**src/rtl/cd_clock_divider.sv**
```systemverilog
// Clock divider producing VGA, UART, LED-matrix and debouncer square waves from clk.
// Optional macro CD_VGA_SYNC_EN: pass clkinVGA through a 2-flop synchronizer in VGA mode 00.
`timescale 1ns/1ps
module cd_clock_divider #(
    parameter int UART_HALF_BASE = 4,
    parameter int LM_HALF        = 50,
    parameter int DB_HALF        = 1000,
    parameter int CNT_W          = 16
) (
    input  logic       clk,
    input  logic       rst,
    input  logic       clkinVGA,
    input  logic       c_valid,
    input  logic [3:0] c_addr,
    input  logic [7:0] c_data,
    output logic       c_ready,
    output logic       clk_VGA,
    output logic       clk_UART,
    output logic       clk_LM,
    output logic       clk_DB
);

    localparam logic [3:0]       ADDR_UART = 4'b0100;
    localparam logic [3:0]       ADDR_VGA  = 4'b1000;
    localparam logic [CNT_W-1:0] CNT_ONE   = CNT_W'(1);
    localparam logic [CNT_W-1:0] LM_LAST   = CNT_W'(LM_HALF - 1);
    localparam logic [CNT_W-1:0] DB_LAST   = CNT_W'(DB_HALF - 1);

    function automatic logic [CNT_W-1:0] uart_last(input logic [2:0] sel);
        logic [CNT_W-1:0] half;
        half = CNT_W'(UART_HALF_BASE) << sel;
        return half - CNT_ONE;
    endfunction

    function automatic logic [CNT_W-1:0] vga_last(input logic [1:0] sel);
        logic [CNT_W-1:0] last;
        case (sel)
            2'b10:   last = CNT_W'(1);
            2'b11:   last = CNT_W'(3);
            default: last = '0;
        endcase
        return last;
    endfunction

    logic             r_c_ready;
    logic [2:0]       r_uart_sel;
    logic [CNT_W-1:0] r_uart_cnt;
    logic             r_uart_out;
    logic [1:0]       r_vga_sel;
    logic [CNT_W-1:0] r_vga_cnt;
    logic             r_vga_div;
    logic             r_vga_hold;
    logic [CNT_W-1:0] r_lm_cnt;
    logic             r_lm_out;
    logic [CNT_W-1:0] r_db_cnt;
    logic             r_db_out;

    logic             w_wr;
    logic             w_uart_wr;
    logic             w_uart_chg;
    logic             w_vga_wr;
    logic             w_vga_chg;
    logic [CNT_W-1:0] w_uart_last;
    logic [CNT_W-1:0] w_vga_last;
    logic             w_vga_src;
    logic             w_unused_data;

    assign w_wr        = c_valid && r_c_ready;
    assign w_uart_wr   = w_wr && (c_addr == ADDR_UART);
    assign w_vga_wr    = w_wr && (c_addr == ADDR_VGA);
    assign w_uart_chg  = w_uart_wr && (c_data[2:0] != r_uart_sel);
    assign w_vga_chg   = w_vga_wr && (c_data[1:0] != r_vga_sel);
    assign w_uart_last = uart_last(r_uart_sel);
    assign w_vga_last  = vga_last(r_vga_sel);
    assign w_unused_data = ^c_data[7:3];

    always_ff @(posedge clk) begin
        if (!rst) r_c_ready <= 1'b0;
        else      r_c_ready <= 1'b1;
    end

    // UART divider: a changed ratio restarts the wave low on the accepting edge
    always_ff @(posedge clk) begin
        if (!rst) begin
            r_uart_sel <= 3'b000;
            r_uart_cnt <= '0;
            r_uart_out <= 1'b0;
        end else begin
            if (w_uart_wr) r_uart_sel <= c_data[2:0];
            if (w_uart_chg) begin
                r_uart_cnt <= '0;
                r_uart_out <= 1'b0;
            end else if (r_uart_cnt >= w_uart_last) begin
                r_uart_cnt <= '0;
                r_uart_out <= ~r_uart_out;
            end else begin
                r_uart_cnt <= r_uart_cnt + CNT_ONE;
            end
        end
    end

    // VGA: the hold flag blanks the output for one cycle after any mode change
    always_ff @(posedge clk) begin
        if (!rst) begin
            r_vga_sel  <= 2'b00;
            r_vga_cnt  <= '0;
            r_vga_div  <= 1'b0;
            r_vga_hold <= 1'b1;
        end else begin
            r_vga_hold <= w_vga_chg;
            if (w_vga_wr) r_vga_sel <= c_data[1:0];
            if (w_vga_chg || (r_vga_sel == 2'b00)) begin
                r_vga_cnt <= '0;
                r_vga_div <= 1'b0;
            end else if (r_vga_cnt >= w_vga_last) begin
                r_vga_cnt <= '0;
                r_vga_div <= ~r_vga_div;
            end else begin
                r_vga_cnt <= r_vga_cnt + CNT_ONE;
            end
        end
    end

`ifdef CD_VGA_SYNC_EN
    logic r_sync1;
    logic r_sync2;

    always_ff @(posedge clk) begin
        if (!rst) begin
            r_sync1 <= 1'b0;
            r_sync2 <= 1'b0;
        end else begin
            r_sync1 <= clkinVGA;
            r_sync2 <= r_sync1;
        end
    end

    assign w_vga_src = r_sync2;
`else
    assign w_vga_src = clkinVGA;
`endif

    always_ff @(posedge clk) begin
        if (!rst) begin
            r_lm_cnt <= '0;
            r_lm_out <= 1'b0;
        end else if (r_lm_cnt >= LM_LAST) begin
            r_lm_cnt <= '0;
            r_lm_out <= ~r_lm_out;
        end else begin
            r_lm_cnt <= r_lm_cnt + CNT_ONE;
        end
    end

    always_ff @(posedge clk) begin
        if (!rst) begin
            r_db_cnt <= '0;
            r_db_out <= 1'b0;
        end else if (r_db_cnt >= DB_LAST) begin
            r_db_cnt <= '0;
            r_db_out <= ~r_db_out;
        end else begin
            r_db_cnt <= r_db_cnt + CNT_ONE;
        end
    end

    assign c_ready  = r_c_ready;
    assign clk_UART = r_uart_out;
    assign clk_LM   = r_lm_out;
    assign clk_DB   = r_db_out;
    assign clk_VGA  = r_vga_hold ? 1'b0 :
                      ((r_vga_sel == 2'b00) ? w_vga_src : r_vga_div);

endmodule

```
**config.mk**
```make
export PLATFORM = sky130hd
export DESIGN_NAME = cd_clock_divider
export DESIGN_NICKNAME = d
export VERILOG_FILES = /design/src/rtl/cd_clock_divider.sv
export SDC_FILE = /design/constraint.sdc
export NUM_CORES = 1
export LEC_CHECK = 0
export ABC_AREA = 1
export CAP_MARGIN = 20
export CORE_MARGIN = 3
export CORE_UTILIZATION = 60
export DETAILED_ROUTE_END_ITERATION = 6
export DONT_BUFFER_PORTS = 1
export PLACE_DENSITY = 0.84
export SLEW_MARGIN = 20
export SYNTH_ARGS = -nofsm -noshare
export SYNTH_HDL_FRONTEND = slang
export SYNTH_SLANG_ARGS = --single-unit
```
**constraint.sdc**
```tcl
create_clock -name clk -period 3.1 [get_ports clk]
set_input_delay 0.465 -clock clk [delete_from_list [all_inputs] [get_ports clk]]
set_output_delay 0.465 -clock clk [all_outputs]
set_load 0.005 [all_outputs]
```
Yosys cells after proc, flatten, opt, wreduce, memory -nomap -nowiden
Cells that the tools add are included.
{ "classes": {"reduce_logical": 13, "n_lt_le_gt_ge": 4, "eq_ne": 6, "addsub": 5, "n_mux": 4, "n_bitwise": 5, "shifts": 1} }
{ "op_table": {"columns": ["cell", "count"], "rows": [
  ["adder 16 x 1 -> 16 bit (second input constant)", 4],
  ["greater-or-equal comparator 16 bit", 2],
  ["greater-or-equal comparator 16 x 10 -> 1 bit (second input constant)", 1],
  ["greater-or-equal comparator 16 x 6 -> 1 bit (second input constant)", 1],
  ["left shift 3 x 3 -> 16 bit (first input constant)", 1],
  ["subtractor 16 x 1 -> 16 bit (second input constant)", 1],
  ["OR reduction 2 bit", 4],
  ["OR reduction 3 bit", 2],
  ["logical AND 1 bit", 5],
  ["NOT 1 bit", 5],
  ["equality test 2 bit (second input constant)", 2],
  ["equality test 4 x 3 -> 1 bit (second input constant)", 1],
  ["equality test 4 bit (second input constant)", 1],
  ["case mux 2 bit (2 select lines)", 1],
  ["two-way mux 1 bit", 3],
  ["inequality test 3 bit", 1],
  ["logical NOT 2 bit", 1],
  ["inequality test 2 bit", 1],
  ["logical OR 1 bit", 1]
]} }
{ "word_totals": {"register_bits": 75, "elab_cells": 50} }

Logic depth before layout (Yosys ltp)
Gate-level depths: netlist of the first run.
{ "depth": {"word_depth": 5, "ltp_mapped": 17, "ltp_nobuf": 17} }

Worst setup path before layout of the first run
OpenSTA, ideal clock, no wires.
{ "synth_path": {"kind": "reg-to-reg", "from": "register r_uart_sel[0]", "to": "register r_uart_cnt[1]", "synth_period_minus_slack_ns": 2.110, "setup_time_ns": 0.080, "t_arrival_ns": 2.030, "n_path_buf": 1, "path_stages_with_launch": 18, "path_slack_ns": 0.990, "path_cell_list": "dfxtp_1 > nor2_1 > inv_1 > nor2_1 > inv_1 > ha_1 > inv_1 > o21ai_0 > o21ai_0 > ha_1 > nand2_1 > inv_1 > a21oi_1 > nand2_1 > nand2_2 > nand2_2 > buf_6 > nor3b_1"} }
{ "synth_via": {"elab_chain_len": 4} }
{ "synth_rtl": {"columns": ["element", "line", "rtl"], "rows": [
  ["start, declared", "46", "logic [2:0] r_uart_sel;"],
  ["start signal, assigned", "89", "if (w_uart_wr) r_uart_sel <= c_data[2:0];"],
  ["left shift 3 x 3 -> 16 bit", "31", "half = CNT_W'(UART_HALF_BASE) << sel;"],
  ["subtractor 16 x 1 -> 16 bit", "32", "return half - CNT_ONE;"],
  ["greater-or-equal comparator 16 bit", "93", "end else if (r_uart_cnt >= w_uart_last) begin"],
  ["OR reduction 3 bit (no line) (*)", null, null],
  ["end signal, assigned", "97", "r_uart_cnt <= r_uart_cnt + CNT_ONE;"],
  ["end, declared", "47", "logic [CNT_W-1:0] r_uart_cnt;"]
]} }
Every way passes the cells marked *; elsewhere a longest branch is shown, timed or not.
A chain may end at the register's enable or synchronous reset.

Final worst setup path of the first run
{ "layout_path": {"from": "register r_uart_sel[2]", "to": "register r_uart_cnt[1]"} }
Same word-level chain as after synthesis.

==> flow_summary.json, run 1 <==
{
  "grt_use_total": 0.185,
  "post-route-period-util": 0.768,
  "cp_top_family": "simple AND/OR/NAND/NOR gates",
  "vias": 2019,
  "clk_path_buf_depth": 2,
  "die_w_um": 75.8,
  "critPathMaxStageDelay_ns": 0.49,
  "crit_path_end_kind": "flop",
  "cts_tree": "yes",
  "synth_edf_count": 0,
  "drc": 0,
  "drt_iter0_drc": 121,
  "ant_nets": 0,
  "totalPowerFinal_mw": 1.67,
  "rsz0062_at_grt": "no",
  "cp_max_fo": 12,
  "port_buffers": 0,
  "syn-cell-area_sq_mm": 0.00292,
  "worst_path_max_delay_cell": "dfxtp_1",
  "grt_max_degree": 14,
  "grt_pass1_wl_mm": 7.97,
  "holdBufCountCts": 0,
  "drive_gt1_frac": 0.0724,
  "antenna_found_initial": 0,
  "hold_path_class": "in -> reg",
  "dr.pass1.iters": 4,
  "clock_latency_ns": 0.33,
  "coreArea_sq_mm": 0.00453,
  "cts.sinks": 75,
  "post_cts_resized": 0,
  "clockRootBuffer": "clkbuf_8",
  "synthTopCellsByArea": "dfxtp_1, nor2_1, ha_1",
  "drt_wl_total_mm": 4.31,
  "synthFlopType": "dfxtp_1",
  "vias_per_cell": 4.61,
  "critPathBufInv": 3,
  "nets": 401,
  "ios": 21,
  "grt_pass1_vias": 1954,
  "fill_cells": 364,
  "power_density_mw_per_mm2": 514,
  "cp.required_ns": 3.35,
  "worstSetupPathType": "reg -> reg",
  "start_util": 0.645,
  "antenna_cells": 0,
  "wire_per_inst_um": 9.84,
  "yosysTopAreaCellShare": 0.513,
  "die_y_um": 75.8,
  "ys_warn_count": 0,
  "async_flop_share": 0,
  "fin_setup_tns_ns": 0,
  "run_status": "finished, final reports clean",
  "vdd_drop_max_uv": 503,
  "postCtsSetupBuffers": 0,
  "syn_to_final_growth_pct": 11.3,
  "drv_cap": 0,
  "fp.dieArea_sq_mm": 0.00575,
  "fmax_mhz": 420,
  "skew_ns": 0.00581,
  "setup_viol": 0,
  "path_cells": "inv_1, nand3_1, ha_1, inv_1, o21ai_0, o21ai_0, ha_1, nand2_1, inv_1, a21oi_1, nand2_1, nand2_2, nand2_2, nor3b_1",
  "p_leak_nw": 1.32,
  "clk_pin_slew_worst_paths_ns": 0.07,
  "gp_congestion": 0.812,
  "syn_avg_cell_area_sq_um": 8.89,
  "crit_top_cell": "inv_1",
  "synth_top_area_cell": "dfxtp_1",
  "drv_slew": 0,
  "ys_seq_area_frac": 0.513,
  "synthDistinctLibCells": 27,
  "finalHoldViolCount": 0,
  "worstPathArrival_ns": 2.63,
  "synth_seq_cells": 75,
  "grt-ovfl-total": 0,
  "netlist_instances": 329,
  "min_period_ns": 2.38,
  "cts_htree_levels": 3,
  "cp-start-kind": "flop",
  "hpwl_mm": 3.16,
  "rows": 24,
  "cts_made_buffers": 9
}
-- cells in the final DEF (no fill, tap or decap), drive strengths merged, types with 5 or more instances in the layout --
cell    Yosys  routed
conb        2      35
inv        33      33
xor2       16      16
o21ai      10      10
clkbuf      1       9
a21oi       7       7
nor3b       5       5
xnor2      12      12
nor3       13      13
nand3      25      25
dfxtp      75      75
nor2       59      59
nand2      42      42
ha         17      17
-- per-layer routing --
| metal | vias up | global-route usage | routed length (um) |
|---|---|---|---|
| li1 | 1090 | - | - |
| met1 | 888 | 0.221 | 2010 |
| met2 | 29 | 0.291 | 2000 |
| met3 | 12 | 0.0594 | 197 |
| met4 | 0 | 0.105 | 106 |
| met5 | - | 0 | 0 |
-- worst reg2reg max path: stages (launching register included) --
cell	delay (ns)
dfxtp_1	0.49
inv_1	0.15
nand3_1	0.10
ha_1	0.14
inv_1	0.07
o21ai_0	0.14
o21ai_0	0.11
ha_1	0.28
nand2_1	0.08
inv_1	0.04
a21oi_1	0.15
nand2_1	0.10
nand2_2	0.07
nand2_2	0.16
nor3b_1	0.23
-- logic make-up (layout without fill, tap and decap cells) --
group,count (synthesis),after routing,share of synthesized area
XOR/XNOR,28,28,0.0864
buffers and inverters,38,49,0.0569
other,2,35,0.00257
flip-flops,75,75,0.513
adder cells (fa/ha/maj),17,17,0.0727
AO/OA/AOI/OAI,18,18,0.0317
AND/OR/NAND/NOR,151,151,0.236
-- state kept, by name, summed over array words and instances, names as in the netlist, 2 cells and up --
name and count:
r_db_cnt 16, r_lm_cnt 16, r_uart_cnt 16, r_vga_cnt 16, r_uart_sel 3, r_vga_sel 2
-- power by group --
part / total, mW / switching [mW] / internal [mW] / leakage [nW]
clock: 0.628 / 0.343 / 0.285 / 0.0770
sequential: 1.00 / 0.0109 / 0.992 / 0.619
combinational: 0.0410 / 0.0248 / 0.0162 / 0.620
-- per-stage QoR --
stage / std cells / utilization / hold WS (ns) / area (sq um) / setup WS, ns
global route: 438 / 0.718 / 0.128 / 3260 / 0.373
finish: 438 / 0.718 / 0.150 / 3260 / 0.720
floorplan: 362 / - / 0.417 / 3050 / 0.990
global placement: 422 / 0.681 / 0.428 / 3090 / 0.795
detailed placement: 422 / 0.681 / 0.440 / 3090 / 0.732
CTS: 438 / 0.718 / 0.131 / 3260 / 0.711
-- worst paths after layout --
| check | cells after the start | slack [ns] | endpoint | start |
|---|---|---|---|---|
| worst min register to register | 1 | 0.45 | r_db_cnt[0] | r_db_cnt[0] |
| worst max-delay path | 14 | 0.72 | r_uart_cnt[1] | r_uart_sel[2] |
| worst min-delay path | 0 | 0.15 | c_ready | rst |
| worst max register to register | 14 | 0.72 | r_uart_cnt[1] | r_uart_sel[2] |
-- synthesized netlist by cell type (all sizes together), types with 4 or more instances --
cell   number
nor3       13
nand4       4
ha         17
xnor2      12
nand2      42
xor2       16
nand3      25
inv        33
a21oi       7
nor2       59
nor3b       5
o21ai      10
dfxtp      75
buf         4
-- final cells by class --
class                      count  area (sq um)  share of cell area
inverter                      33           124              0.0380
clock buffer                   9           124              0.0380
sequential                    75          1500               0.461
multi-input combinational    249          1380               0.424
clock inverter                 7          45.0              0.0138
tap                           65          81.3              0.0250
Note: power is estimated with default switching activity, not from simulation.
==> run 2, diff against run 1 <==
- clock period: 3.1 -> 2.2 ns (I/O delays scaled with it)
==> run 2 against run 1 <==
Non-clock buffer count is 10 higher. The flow now finishes with violations (negative setup slack). Global-route usage is 1.0 points higher. First-iteration DRC count is 30% lower. Combinational power is 80% higher. Core utilization is 5.0 points higher. Cell area is 6.9% higher. Critical path depth is 2 lower. Worst setup slack worse by 0.80 ns. Highest routed layer unchanged.
==> flow_summary.json, run 2 (same netlist as run 1, synthesis figures left out) <==
{
  "critPathBufInv": 2,
  "finalNonFillerCells": 449,
  "drc": 0,
  "hpwl_mm": 3.24,
  "drive_gt1_frac": 0.143,
  "skew_ns": 0.0101,
  "gr-max-usage-layer": "met2",
  "drt_wl_total_mm": 5.16,
  "post-route-period-util": 1.03,
  "antenna_found_initial": 0,
  "crit_top_cell": "nand2_2",
  "dr.pass1.iters": 5,
  "worstPathArrival_ns": 2.50,
  "min_period_ns": 2.27,
  "use_met1": 0.214,
  "worst_path_max_delay_cell": "dfxtp_2",
  "syn_to_final_growth_pct": 19.0,
  "clock_latency_ns": 0.35,
  "drt_iter0_drc": 85,
  "drv_slew": 0,
  "setup_ws_ns": -0.0747,
  "path_cells": "buf_4, nand3_1, ha_4, inv_4, nor3_1, xor2_1, ha_1, and3_1, nand2_2, nand2_4, nand2_2, a21oi_2",
  "port_buffers": 0,
  "mostFrequentLayoutCells": "dfxtp_1, nor2_1, nand2_1",
  "grt_pass1_wl_mm": 8.30,
  "rows": 24,
  "antenna_cells": 0,
  "grt-ovfl-total": 0,
  "cts_htree_levels": 3,
  "fp.dieArea_sq_mm": 0.00575,
  "cp.required_ns": 2.42,
  "worstSetupPathType": "reg -> reg",
  "power_density_mw_per_mm2": 759,
  "cts_tree": "yes",
  "ant_nets": 0,
  "grtUsageMet3": 0.0739,
  "violations": "negative setup slack",
  "cp_top_family": "simple AND/OR/NAND/NOR gates",
  "grt_pass1_vias": 2040,
  "cts.sinks": 75,
  "grt_max_degree": 15,
  "critPathMaxStageDelay_ns": 0.34,
  "vias_per_cell": 4.84,
  "clk_path_buf_depth": 2,
  "reg2regPathDepth": 12,
  "fmax_mhz": 440,
  "cp-start-kind": "flop",
  "finalHoldViolCount": 0,
  "run_status": "complete, but fails checks",
  "cp_max_fo": 6,
  "final_common_cell": "dfxtp_1",
  "ios": 21,
  "rsz0062_at_grt": "yes",
  "p_leak_nw": 1.41,
  "whs_path_depth": 1,
  "nets": 412,
  "die_y_um": 75.8,
  "grt_use_met2": 0.320,
  "hold_ws_ns": 0.0460,
  "critical_path_depth": 12,
  "wire_per_inst_um": 11.5,
  "drv_cap": 0,
  "coreArea_sq_mm": 0.00453,
  "grt_use_total": 0.195,
  "gp_congestion": 0.803,
  "die_w_um": 75.8,
  "setup_viol": 10,
  "vias": 2175,
  "crit_path_end_kind": "flop",
  "vdd_drop_max_uv": 687,
  "dp.cells": 430,
  "clk_pin_slew_worst_paths_ns": 0.08,
  "start_util": 0.645,
  "clockRootBuffer": "clkbuf_8",
  "cts_made_buffers": 9,
  "hold_path_class": "in -> reg",
  "totalPowerFinal_mw": 2.64
}
-- run 2: stage by stage --
step | cell area [sq um] | TNS (ns) | util | worst slack [ns]
2_1_floorplan | 3050 | 0 | - | 0.0900
3_3_place_gp | 3150 | -0.0702 | 0.694 | -0.0218
3_5_place_dp | 3150 | -0.680 | 0.694 | -0.0831
4_1_cts | 3400 | 0 | 0.751 | 0.00483
5_1_grt | 3480 | -2.39 | 0.768 | -0.253
6_report | 3480 | -0.360 | 0.768 | -0.0747
-- run 2: worst paths after layout --
path	slack, ns	start	endpoint
hold reg to reg	0.45	r_db_cnt[0]	r_db_cnt[0]
hold / removal	0.05	rst	r_vga_hold
setup reg to reg	-0.07	r_uart_sel[0]	clk_UART
setup / recovery	-0.07	r_uart_sel[0]	clk_UART
-- run 2: power by group --
part	leakage, nW	internal (mW)	switching, mW	total, mW
clock network	0.110	0.645	0.509	1.15
registers	0.621	1.40	0.0159	1.41
logic	0.675	0.0306	0.0432	0.0738
-- run 2: routing by layer --
| layer | routed length [um] | vias to the layer above | part of all wire |
|---|---|---|---|
| met5 | 0 | - | 0 |
| met4 | 133 | 0 | 0.026 |
| met3 | 281 | 15 | 0.054 |
| met2 | 2670 | 51 | 0.52 |
| met1 | 2070 | 998 | 0.40 |
| li1 | - | 1111 | - |
-- run 2: final cells by class --
| type | count | area [sq um] |
|---|---|---|
| flip-flops and latches | 75 | 1510 |
| clock inverters | 7 | 98.8 |
| well taps | 65 | 81.3 |
| fillers | 321 | 1050 |
| clock buffers | 9 | 124 |
| multi-input cells | 250 | 1460 |
| inverters | 33 | 126 |
| repair buffers | 10 | 81.3 |
-- run 2: repair_timing --
action | CTS | global route
gates resized for setup | 6 | 21
hold endpoints to repair | 1 | 0
hold buffers | 1 | 0
pin swaps | 0 | 11
endpoints found under the setup margin | 12 | 12
gates cloned | 1 | 0
buffers inserted | 0 | 1
-- run 2: worst register-to-register path, stage by stage, from the launching register on --
cell and delay, ns:
dfxtp_2 0.34, buf_4 0.15, nand3_1 0.13, ha_4 0.16, inv_4 0.04, nor3_1 0.26, xor2_1 0.21, ha_1 0.26
and3_1 0.20, nand2_2 0.13, nand2_4 0.12, nand2_2 0.10, a21oi_2 0.05
==> run 3, diff against run 2 <==
- CAP_MARGIN: 20 -> unset
- GPL_ROUTABILITY_DRIVEN: unset -> 0
==> results of run 3 <==
Same layout as run 2: the final DEF is identical, and so are final timing and power.
